===== src/rtl/layer_serializer.sv =====
// layer_serializer
//   Turns one layer's parallel output vector (NEURON_NUM words of DATA_WIDTH bits)
//   into a word-serial valid/ready stream for the next layer. One vector is streamed
//   from the ACTIVE register while at most one more waits in PENDING.
//
// Ports
//   clk        rising-edge clock
//   rst        synchronous, active-high reset
//   in_data    parallel input vector, word i at bits [i*DATA_WIDTH +: DATA_WIDTH]
//   in_valid   in_data is valid
//   in_ready   a vector can be accepted this cycle (PENDING is empty)
//   out_data   current serial word (registered)
//   out_valid  out_data is valid (registered)
//   out_ready  downstream accepts the current word
//   out_last   current word is the final beat of its vector (registered)
//   out_index  original word number of the current word (registered)
//   busy       a vector is active or pending
//   overflow   sticky: in_valid was seen while in_ready was low
//
// State | meaning
//   ST_IDLE | nothing being sent, out_valid low
//   ST_SEND | ACTIVE vector being streamed, out_valid high

module layer_serializer #(
  parameter int NEURON_NUM = 30,
  parameter int DATA_WIDTH = 16,
  parameter bit LSB_FIRST  = 1'b1,
  parameter int IDX_WIDTH  = (NEURON_NUM > 1) ? $clog2(NEURON_NUM) : 1
) (
  input  logic                             clk,
  input  logic                             rst,
  input  logic [NEURON_NUM*DATA_WIDTH-1:0] in_data,
  input  logic                             in_valid,
  output logic                             in_ready,
  output logic [DATA_WIDTH-1:0]            out_data,
  output logic                             out_valid,
  input  logic                             out_ready,
  output logic                             out_last,
  output logic [IDX_WIDTH-1:0]             out_index,
  output logic                             busy,
  output logic                             overflow
);

  localparam int VEC_W = NEURON_NUM * DATA_WIDTH;
  localparam logic [IDX_WIDTH-1:0] TOP_IDX   = IDX_WIDTH'(NEURON_NUM - 1);
  localparam logic [IDX_WIDTH-1:0] FIRST_IDX = LSB_FIRST ? '0 : TOP_IDX;
  localparam logic [IDX_WIDTH-1:0] FINAL_IDX = LSB_FIRST ? TOP_IDX : '0;
  localparam bit                   SINGLE    = (NEURON_NUM == 1);

  typedef enum logic {
    ST_IDLE,
    ST_SEND
  } state_e;

  state_e                  state_q, state_d;
  logic [VEC_W-1:0]        active_q, active_d;
  logic [VEC_W-1:0]        pend_q, pend_d;
  logic                    pend_v_q, pend_v_d;
  logic [DATA_WIDTH-1:0]   out_data_q, out_data_d;
  logic                    out_valid_q, out_valid_d;
  logic                    out_last_q, out_last_d;
  logic [IDX_WIDTH-1:0]    out_index_q, out_index_d;
  logic                    overflow_q, overflow_d;

  logic                    accept;
  logic                    beat;
  logic                    last_beat;
  logic                    load_en;
  logic [VEC_W-1:0]        load_src;
  logic [IDX_WIDTH-1:0]    next_idx;

  function automatic logic [DATA_WIDTH-1:0] word_of(input logic [VEC_W-1:0]     v,
                                                    input logic [IDX_WIDTH-1:0] i);
    return v[int'(i)*DATA_WIDTH +: DATA_WIDTH];
  endfunction

  assign in_ready  = ~pend_v_q;
  assign accept    = in_valid & ~pend_v_q;
  assign beat      = out_valid_q & out_ready;
  assign last_beat = beat & out_last_q;
  assign next_idx  = LSB_FIRST ? (out_index_q + IDX_WIDTH'(1)) : (out_index_q - IDX_WIDTH'(1));

  always_comb begin
    state_d     = state_q;
    active_d    = active_q;
    pend_d      = pend_q;
    pend_v_d    = pend_v_q;
    out_data_d  = out_data_q;
    out_valid_d = out_valid_q;
    out_last_d  = out_last_q;
    out_index_d = out_index_q;
    overflow_d  = overflow_q | (in_valid & pend_v_q);
    load_en     = 1'b0;
    load_src    = in_data;

    case (state_q)
      ST_IDLE: begin
        if (accept) begin
          load_en = 1'b1;
          state_d = ST_SEND;
        end
      end
      ST_SEND: begin
        if (last_beat) begin
          // PENDING has priority; in_ready is low whenever it is full,
          // so an accept here can only happen with PENDING empty.
          if (pend_v_q) begin
            load_en  = 1'b1;
            load_src = pend_q;
            pend_v_d = 1'b0;
          end else if (accept) begin
            load_en = 1'b1;
          end else begin
            out_valid_d = 1'b0;
            out_last_d  = 1'b0;
            state_d     = ST_IDLE;
          end
        end else begin
          if (beat) begin
            out_index_d = next_idx;
            out_data_d  = word_of(active_q, next_idx);
            out_last_d  = (next_idx == FINAL_IDX);
          end
          if (accept) begin
            pend_d   = in_data;
            pend_v_d = 1'b1;
          end
        end
      end
      default: state_d = ST_IDLE;
    endcase

    // Loading ACTIVE presents its first word on the very next cycle.
    if (load_en) begin
      active_d    = load_src;
      out_data_d  = word_of(load_src, FIRST_IDX);
      out_index_d = FIRST_IDX;
      out_last_d  = SINGLE;
      out_valid_d = 1'b1;
    end
  end

  always_ff @(posedge clk) begin
    if (rst) begin
      state_q     <= ST_IDLE;
      active_q    <= '0;
      pend_q      <= '0;
      pend_v_q    <= 1'b0;
      out_data_q  <= '0;
      out_valid_q <= 1'b0;
      out_last_q  <= 1'b0;
      out_index_q <= '0;
      overflow_q  <= 1'b0;
    end else begin
      state_q     <= state_d;
      active_q    <= active_d;
      pend_q      <= pend_d;
      pend_v_q    <= pend_v_d;
      out_data_q  <= out_data_d;
      out_valid_q <= out_valid_d;
      out_last_q  <= out_last_d;
      out_index_q <= out_index_d;
      overflow_q  <= overflow_d;
    end
  end

  assign out_data  = out_data_q;
  assign out_valid = out_valid_q;
  assign out_last  = out_last_q;
  assign out_index = out_index_q;
  assign overflow  = overflow_q;
  assign busy      = (state_q == ST_SEND) | pend_v_q;

endmodule


===== config.mk =====
export PLATFORM = sky130hd
export DESIGN_NAME = layer_serializer
export DESIGN_NICKNAME = d
export VERILOG_FILES = /design/src/rtl/layer_serializer.sv
export SDC_FILE = /design/constraint.sdc
export NUM_CORES = 2
export LEC_CHECK = 0
export ABC_AREA = 1
export CORE_MARGIN = 5
export CORE_UTILIZATION = 48
export CTS_BUF_LIST = sky130_fd_sc_hd__clkbuf_4 sky130_fd_sc_hd__clkbuf_8 sky130_fd_sc_hd__clkbuf_16
export DETAILED_ROUTE_END_ITERATION = 12
export PLACE_DENSITY_LB_ADDON = 0.2
export SKIP_CTS_REPAIR_TIMING = 1
export SYNTH_ARGS = -nofsm -noshare
export SYNTH_HDL_FRONTEND = slang
export SYNTH_SLANG_ARGS = --single-unit

===== constraint.sdc =====
create_clock -name clk -period 2.7 [get_ports clk]
set_input_delay 0.81 -clock clk [delete_from_list [all_inputs] [get_ports clk]]
set_output_delay 0.81 -clock clk [all_outputs]
set_load 0.01 [all_outputs]

==> results.json <==
{
  "status": "completed",
  "rows": 109,
  "setup-tns-final_ps": 0,
  "grt_pass1_vias": 37197,
  "antenna_found_initial": 22,
  "cp_cell_sequence": "clkdlybuf4s50_1",
  "min_to": "pend_q[260]",
  "setup_viol": 0,
  "final_core_util_pct": 60.6,
  "syn_to_final_growth_pct": 25.5,
  "vias": 40759,
  "grt_max_degree": 126,
  "slowest_stage": "clkdlybuf4s50_1",
  "wl_um": 143000,
  "dr.pass1.iters": 8,
  "synth_area_sq_um": 42700,
  "die_x_um": 308,
  "worstReg2RegEnd": "out_data[8]",
  "post-route-drc-count": 0,
  "drt-initial-drc-count": 3748,
  "io_pins": 510,
  "core-area_sq_um": 88400,
  "power_uw": 36700,
  "fillers": 7945,
  "die_area_sq_um": 95000,
  "nets": 6779,
  "yosys_warnings": 0,
  "r2r_start": "out_index[0]",
  "power.density_nw_per_um2": 685,
  "synth_seq_cells": 986,
  "cts.root.buffer_cell": "clkbuf_16",
  "multi_input_area_sq_um": 17400,
  "syn-instance-count": 5957,
  "fin_worst_skew_ps": 25.1,
  "start_util_pct": 48.3,
  "cts_sinks": 986,
  "clk_latency_ps": 670,
  "timing.fmax_mhz": 377,
  "max-vdd-ir-drop_mv": 0.581,
  "path_clk_slew_ps": 60,
  "cts-htree-levels": 3,
  "cp.buffers_inverters": 1,
  "register_area_sq_um": 19700,
  "synth_cell_types": 31,
  "hold-path-cell-count": 2,
  "placedInstanceArea_sq_um": 49700,
  "grt_use_total_pct": 28.2,
  "cp.arrival_ps": 1840,
  "cts_made_buffers": 104,
  "period_needed_ps": 2650,
  "design_area_sq_um": 53600,
  "reg2reg_depth": 10,
  "path_class": "reg -> out",
  "grt_overflow": 0,
  "p_leak_uw": 0.0210,
  "die_h_um": 308,
  "tightest_slew_ps": 719,
  "crit_family": "buffers and inverters",
  "place.gp.congestion": 0.883,
  "required_ps": 1890,
  "syn_nets": 6443,
  "cts_tree": "built",
  "viasPerCell": 5.39,
  "ys_seq_area_share_pct": 46.3,
  "critPathMaxFanout": 6,
  "dp_hpwl_um": 99000,
  "finalMaxSlewViolations": 0,
  "layout.cells.most_common_list": "1,057 x nand2_1, 983 x dfxtp_1, 871 x inv_1",
  "reg2reg_setup_slack_ps": 160,
  "avgSynthCellArea_sq_um": 7.16,
  "rsz0062_at_grt": "false",
  "drt.antenna.violating_nets": 0,
  "grt_pass1_wl_um": 214000,
  "end_kind": "output port",
  "critPathLaunchType": "flop",
  "hold_path.class": "reg -> reg",
  "mostFrequentLayoutCell": "nand2_1",
  "clock_path_buffers": 3,
  "wl_per_cell_um": 18.9,
  "final-hold-violation-count": 0,
  "drive_gt1_share_pct": 6.75,
  "io_buffers": 509,
  "cap_violations": 0,
  "min_period_over_period_pct": 98.2,
  "relSlewSlack_pct": 52.1,
  "slowest_delay_ps": 720,
  "hold_start": "pend_q[260]"
}
-- worst max path at each step --
stage | startpoint | to | slack, ps | cells after the start
floorplan | out_index[0] | out_data[7] | 260 | 17
detailed placement | out_ready | out_data[14] | -170 | 10
finish | out_last | out_last | 50 | 1
global route | out_last | out_last | 4 | 1
global placement | out_ready | out_data[8] | -180 | 10
CTS | out_index[0] | out_index[0] | -230 | 2
-- power breakdown --
part	switching [uW]	internal (uW)
combinational	2970	2120
clock	6120	9370
sequential	337	15800
total	9420	27300
-- area by class of cell --
type / count / area share (%)
Inverter: 881 / 6.23
Tap cell: 1165 / 2.72
Timing Repair Buffer: 717 / 14.6
Clock buffer: 151 / 5.89
Sequential cell: 986 / 36.9
Multi-Input combinational cell: 3603 / 32.4
Antenna cell: 15 / 0.0701
Clock inverter: 43 / 1.15
-- through the flow --
stage	worst slack, ps	hold slack [ps]	std cells
2_1_floorplan	255	430	5957
3_3_place_gp	-178	437	7350
3_5_place_dp	-168	442	7350
4_1_cts	-233	451	7544
5_1_grt	3.97	465	7557
6_report	49.6	450	7561
-- synthesized netlist by cell type (all sizes together) --
library cell	instances	share of area, %
nand2	1061	9.4
dfxtp	986	46
inv	881	7.8
o21ai	855	10
nand3	514	6.0
a21oi	503	5.9
o22ai	402	5.9
buf	303	3.8
clkbuf	184	1.6
nor2	182	1.6
o32ai	46	0.94
o31ai	17	0.30
nor3	16	0.20
ha	2	0.059
xnor2	2	0.059
xor2	2	0.059
nand4	1	0.015
-- cell families after synthesis --
logic type / after synthesis / synth area share (%)
AO/OA/AOI/OAI: 1823 / 23.1
XOR/XNOR: 4 / 0.117
adder cells (fa/ha/maj): 2 / 0.0586
buffers and inverters: 1368 / 13.2
flip-flops: 986 / 46.3
AND/OR/NAND/NOR: 1774 / 17.3
-- routing by layer --
layer	global-route usage, %	routed length [um]	up-vias
met5	0	87	-
met4	9.78	5050	12
met3	5.66	11100	257
met2	45.5	66100	1344
met1	37.9	60500	18807
li1	-	-	20339
-- flip-flops by register name, indices dropped and copies added, names as in the netlist --
| name | cells |
|---|---|
| out_data | 16 |
| out_valid | 1 |
| out_index | 5 |
| state_q | 1 |
| overflow | 1 |
| active_q | 480 |
| pend_v_q | 1 |
| pend_q | 480 |
| out_last | 1 |
(Power assumes the default switching activity.)
